===== config.mk =====
export PLATFORM = sky130hd
export DESIGN_NAME = fetch_ctrl
export DESIGN_NICKNAME = d
export VERILOG_FILES = /design/src/rtl/fetch_ctrl.sv
export SDC_FILE = /design/constraint.sdc
export NUM_CORES = 1
export LEC_CHECK = 0
export ABC_AREA = 1
export CAP_MARGIN = 20
export CORE_ASPECT_RATIO = 1.5
export CORE_MARGIN = 3
export CORE_UTILIZATION = 45
export CTS_CLUSTER_DIAMETER = 30
export DETAILED_ROUTE_END_ITERATION = 10
export PLACE_DENSITY = 0.81
export SLEW_MARGIN = 20
export SYNTH_ARGS = -nofsm -noshare
export SYNTH_HDL_FRONTEND = slang
export SYNTH_SLANG_ARGS = --single-unit
export TNS_END_PERCENT = 50

===== constraint.sdc =====
create_clock -name clock -period 7.3 [get_ports clock]
set_clock_uncertainty 0.1 [all_clocks]
set_input_delay 1.095 -clock clock [delete_from_list [all_inputs] [get_ports clock]]
set_output_delay 1.095 -clock clock [all_outputs]
set_load 0.005 [all_outputs]

===== src/rtl/fetch_ctrl.sv =====
// Fetch sequencer: drives pc_next, keeps one instruction-memory request in flight,
// arbitrates trap/flush/jump redirects and buffers fetched words in a 2-entry FIFO.
module fetch_ctrl #(
  parameter logic [31:0] RESET_ADDR = 32'h0000_0000
) (
  input  logic        clock,
  input  logic        reset,
  input  logic [31:0] pc_current,
  output logic [31:0] pc_next,
  output logic        imem_req,
  output logic [31:0] imem_addr,
  input  logic        imem_ready,
  input  logic [31:0] imem_rdata,
  input  logic        trap_valid,
  input  logic [31:0] trap_target,
  input  logic        flush_valid,
  input  logic [31:0] flush_target,
  input  logic        jump_valid,
  input  logic [31:0] jump_target,
  output logic [1:0]  redirect_src,
  output logic        inst_valid,
  output logic [31:0] inst_data,
  output logic [31:0] inst_pc,
  input  logic        inst_ready
);

  typedef enum logic [1:0] {IDLE, REQ, DISCARD} state_t;

  state_t      state, state_nxt;
  logic [1:0]  count, count_nxt;
  logic [31:0] slot0_data, slot0_pc, slot1_data, slot1_pc;
  logic [31:0] target_raw, redirect_target;
  logic        redirect, accept, push, pop, start;

  function automatic logic [31:0] word_align(input logic [31:0] addr);
    return addr & ~32'd3;
  endfunction

  always_comb begin
    redirect_src = 2'd0;
    target_raw   = jump_target;
    if (!reset) begin
      if (trap_valid) begin
        redirect_src = 2'd3;
        target_raw   = trap_target;
      end else if (flush_valid) begin
        redirect_src = 2'd2;
        target_raw   = flush_target;
      end else if (jump_valid) begin
        redirect_src = 2'd1;
        target_raw   = jump_target;
      end
    end
  end

  assign redirect_target = word_align(target_raw);
  assign redirect        = (redirect_src != 2'd0);
  assign accept          = (state == REQ) && imem_ready;
  // A redirect kills both the response landing this cycle and any decode pop.
  assign push            = accept && !redirect;
  assign pop             = inst_valid && inst_ready && !redirect;

  always_comb begin
    if (reset)         pc_next = RESET_ADDR;
    else if (redirect) pc_next = redirect_target;
    else if (accept)   pc_next = imem_addr + 32'd4;
    else               pc_next = pc_current;
  end

  always_comb begin
    if (redirect) count_nxt = 2'd0;
    else          count_nxt = count + 2'(push) - 2'(pop);
  end

  always_comb begin
    state_nxt = IDLE;
    start     = 1'b0;
    if (reset) begin
      state_nxt = IDLE;
    end else if (state == REQ && !imem_ready) begin
      state_nxt = redirect ? DISCARD : REQ;
    end else if (state == DISCARD && !imem_ready) begin
      state_nxt = DISCARD;
    end else if (count_nxt <= 2'd1) begin
      state_nxt = REQ;
      start     = 1'b1;
    end
  end

  always_ff @(posedge clock) begin
    if (reset) begin
      state     <= IDLE;
      count     <= 2'd0;
      imem_addr <= RESET_ADDR;
    end else begin
      state <= state_nxt;
      count <= count_nxt;
      if (start) imem_addr <= pc_next;
    end
  end

  // FIFO storage: slot0 is the registered head, slot1 the second entry.
  always_ff @(posedge clock) begin
    if (pop) begin
      if (push && count == 2'd1) begin
        slot0_data <= imem_rdata;
        slot0_pc   <= imem_addr;
      end else begin
        slot0_data <= slot1_data;
        slot0_pc   <= slot1_pc;
      end
      if (push && count == 2'd2) begin
        slot1_data <= imem_rdata;
        slot1_pc   <= imem_addr;
      end
    end else if (push) begin
      if (count == 2'd0) begin
        slot0_data <= imem_rdata;
        slot0_pc   <= imem_addr;
      end else begin
        slot1_data <= imem_rdata;
        slot1_pc   <= imem_addr;
      end
    end
  end

  assign imem_req   = (state != IDLE);
  assign inst_valid = (count != 2'd0);
  assign inst_data  = slot0_data;
  assign inst_pc    = slot0_pc;

endmodule


==> metrics.md <==
| Metric | Value |
|---|---|
| Outcome | `finished, final reports clean` |
| Area post-placement | `11300 um^2` |
| CTS clk-pin slew, worst paths | `0.08 ns` |
| Static Leakage | `4.66 nW` |
| Top routing layer in use | `met4` |
| Unrepaired setup endpoints after global routing | `false` |
| Die area | `20100 um^2` |
| Hold path endpoint | `slot1_pc[0]` |
| Final net count | `1425` |
| Num CTS Buffers | `17` |
| Kind of critical path | `in -> reg` |
| Clk Tree Root Cell | `clkbuf_16` |
| Peak supply drop | `0.166 mV` |
| Post-Syn Instances | `988` |
| Pwr Total | `2.37 mW` |
| Synth Area in XOR/XNOR | `1.06%` |
| Core area | `18000 um^2` |
| Sequential cell area fraction in the yosys report | `55.2%` |
| Total track usage | `23.9%` |
| Fin Setup TNS | `0 ns` |
| Synth area leader | `edfxtp_1` |
| # diodes | `0` |
| Share of layout cells above drive strength 1 | `4.81%` |
| Yosys reg bits | `164` |
| Final hold violation count | `0` |
| Dpl ws | `1.39 ns` |
| Syn_nets | `1159` |
| DRC violations left | `0` |
| Clock sink count | `164` |
| Top cells by instance count after synthesis | `300 x nand2_1, 128 x edfxtp_1, 126 x nand3_1` |
| Compound-Gate Fraction of Synth Area | `10.7%` |
| R2r setup slk | `3.26 ns` |
| Setup slack after layout | `1.78 ns` |
| Final max-slew violation count | `0` |
| WP data required | `7.55 ns` |
| Vias per cell | `5.29` |
| Yosys warns | `0` |
| Top-area cell type share of the netlist area | `46.5%` |
| Reg-to-reg startpoint | `count[1]` |
| CTS Hold Bufs | `0` |
| Layout fillers | `1511` |
| Startpoint types | `input port` |
| Drt initial violations | `610` |
| Post-synthesis adder-cell area fraction | `0.605%` |
| Main combinational cell family by area after synthesis | `simple AND/OR/NAND/NOR gates` |
| Maximum clock path buffer count | `2` |
| Max Fclk | `181 MHz` |
| RR Endpoint | `imem_addr[24]` |
| TritonCTS clock tree | `yes` |
| Buffers on Ports | `292` |
| Row cnt | `60` |
| Worst EP arrival | `5.76 ns` |
| Power Dens Cells | `198 nW/um^2` |
| Type of the worst min-delay path | `reg -> reg` |
| Clk_lat worst skew | `0.42 ns` |
| Final setup violation count | `0` |
| Hold Path Origin | `imem_addr[0]` |
| Hpwl dp | `18900 um` |
| Post-synth ARST share | `0%` |
| Worst Tran Pin Value | `0.951 ns` |
| Setup Buffers After CTS | `0` |
| Met3 wire length | `1470 um` |
| WHS Path Cells | `0` |
| Initial Util | `45.9%` |
| Initial antenna violation count | `0` |
| Rel. slew slack | `36.4%` |
| Finished Cell Area | `11900 um^2` |
| Endpoint type of the worst setup path | `flip-flop` |
| I/O Pins | `299` |
| Post-CTS Resized | `0` |
| Post-Route WL | `25100 um` |
| Final ANT Viol Nets | `0` |
| Syn Area/Cell | `8.37 um^2` |
| H-Tree Depth | `4` |
| Final min period | `5.52 ns` |
| Max Cap Viol | `0` |
| Final period util | `75.6%` |
| Simple-Gate Fraction of Synth Area | `26.2%` |
| Mapped cell area | `8270 um^2` |
| Ys flop type | `edfxtp_1` |
| Most frequent cell after synthesis | `nand2_1` |
| EDFF count, synth | `128` |
| Largest cells by area after synthesis | `edfxtp_1 46%, nand2_1 14%, dfxtp_1 8.7%, nand3_1 7.6%, a21oi_1 5.3%` |
| Largest net degree at the start of global routing | `65` |
| Number of global-route vias before repair | `7288` |
| Mux contribution to synthesized area | `0%` |
| FF-to-FF path depth | `16` |
| Met2 routed WL | `13100 um` |
| Synth-to-Final Area Change | `44.3%` |
| Die height | `172 um` |
| GP Congestion | `0.912` |
| Overflow after GRT | `0` |
| Wire length per cell | `16.9 um` |
| Vias | `7854` |
| Die width | `117 um` |
| Yosys cell types | `33` |
| WHS | `0.390 ns` |
| Pre-antenna DRT Iters | `5` |
| CP Max Fanout | `54` |
| Global-route wire length before repair | `37300 um` |
| M1 WL | `9510 um` |
==> worst max-delay path, stage by stage <==
cell and delay [ns]:
clkdlybuf4s50_1 0.62, inv_4 0.47, a21oi_2 0.15, nor2_4 0.23
nand3_2 0.16, inv_2 0.07, buf_4 0.42, ha_1 0.32
inv_1 0.07, ha_1 0.19, xor2_1 0.08, nand2_1 0.06
nand2_1 0.04, nand2_1 0.08, nand3_1 0.58, inv_2 0.75
o21ai_0 0.20, a21oi_1 0.15
==> worst max path at each step <==
stage | start | to | slack [ns] | cells past startpoint
final | trap_valid | imem_addr[24] | 1.78 | 18
after global routing | trap_valid | imem_addr[18] | 1.35 | 18
after CTS | trap_valid | imem_addr[7] | 1.83 | 18
after detailed placement | trap_valid | imem_addr[7] | 1.39 | 18
after global placement | trap_valid | imem_addr[8] | 1.57 | 18
after floorplan | trap_valid | inst_data[0] | 1.63 | 7
==> kinds of logic after synthesis <==
group / after synthesis
AOI/OAI and AO/OA: 165
adders and majority gates: 4
and+or+nand+nor: 521
DFF: 164
xor gates and xnor gates: 10
buffers and inverters: 124
==> metal layers <==
layer	global-route usage [%]	vias up
met2	43.1	344
met4	10.5	0
li1	-	3873
met3	4.73	50
met5	0	-
met1	27.0	3587
==> placed cells by master, fill, tap and decap left out, drive strengths merged <==
| master | synthesis | final |
|---|---|---|
| bufinv | 0 | 1 |
| clkbuf | 22 | 17 |
| dfxtp | 36 | 36 |
| nor3 | 1 | 1 |
| o311ai | 1 | 1 |
| edfxtp | 128 | 128 |
| buf | 33 | 10 |
| nor2 | 82 | 82 |
| a21oi | 89 | 89 |
| and2 | 1 | 1 |
| clkinv | 0 | 4 |
| o211ai | 9 | 9 |
| nand4 | 4 | 4 |
| nand3 | 127 | 127 |
| nand3b | 3 | 3 |
| a31oi | 1 | 1 |
| clkinvlp | 0 | 1 |
| or2 | 1 | 1 |
| o21bai | 2 | 2 |
| ha | 4 | 4 |
| clkdlybuf4s50 | 0 | 292 |
| o21ai | 63 | 63 |
| inv | 69 | 78 |
| xor2 | 6 | 6 |
| nand2 | 302 | 302 |
| xnor2 | 4 | 4 |
==> flip-flops by register name, summed over array words and instances (netlist names) <==
signal / cells
inst_data: 32
slot1_pc: 32
state: 2
imem_addr: 32
count: 2
slot1_data: 32
inst_pc: 32
==> area by class of cell <==
class | count | area, um^2 | share of cell area, %
repair buffers | 302 | 3020 | 25.3
well taps | 217 | 272 | 2.28
multi-input cells | 700 | 3210 | 26.9
clock buffers | 17 | 425 | 3.57
clock inverters | 15 | 181 | 1.52
flip-flops and latches | 164 | 4560 | 38.3
inverters | 69 | 262 | 2.19
==> metrics by stage <==
| stage | cells | util [%] |
|---|---|---|
| global route | 1484 | 66.2 |
| global placement | 1451 | 62.7 |
| detailed placement | 1451 | 62.7 |
| finish | 1484 | 66.2 |
| CTS | 1483 | 66.1 |
| floorplan | 988 | - |
==> power by group <==
group	switching [mW]	leakage, nW	internal [mW]	total (mW)
Combinational	0.169	2.88	0.203	0.372
Clock	0.415	0.296	0.494	0.909
Sequential	0.0391	1.49	1.05	1.08
Total	0.623	4.66	1.74	2.37
Power figures use the tool's default switching activity.
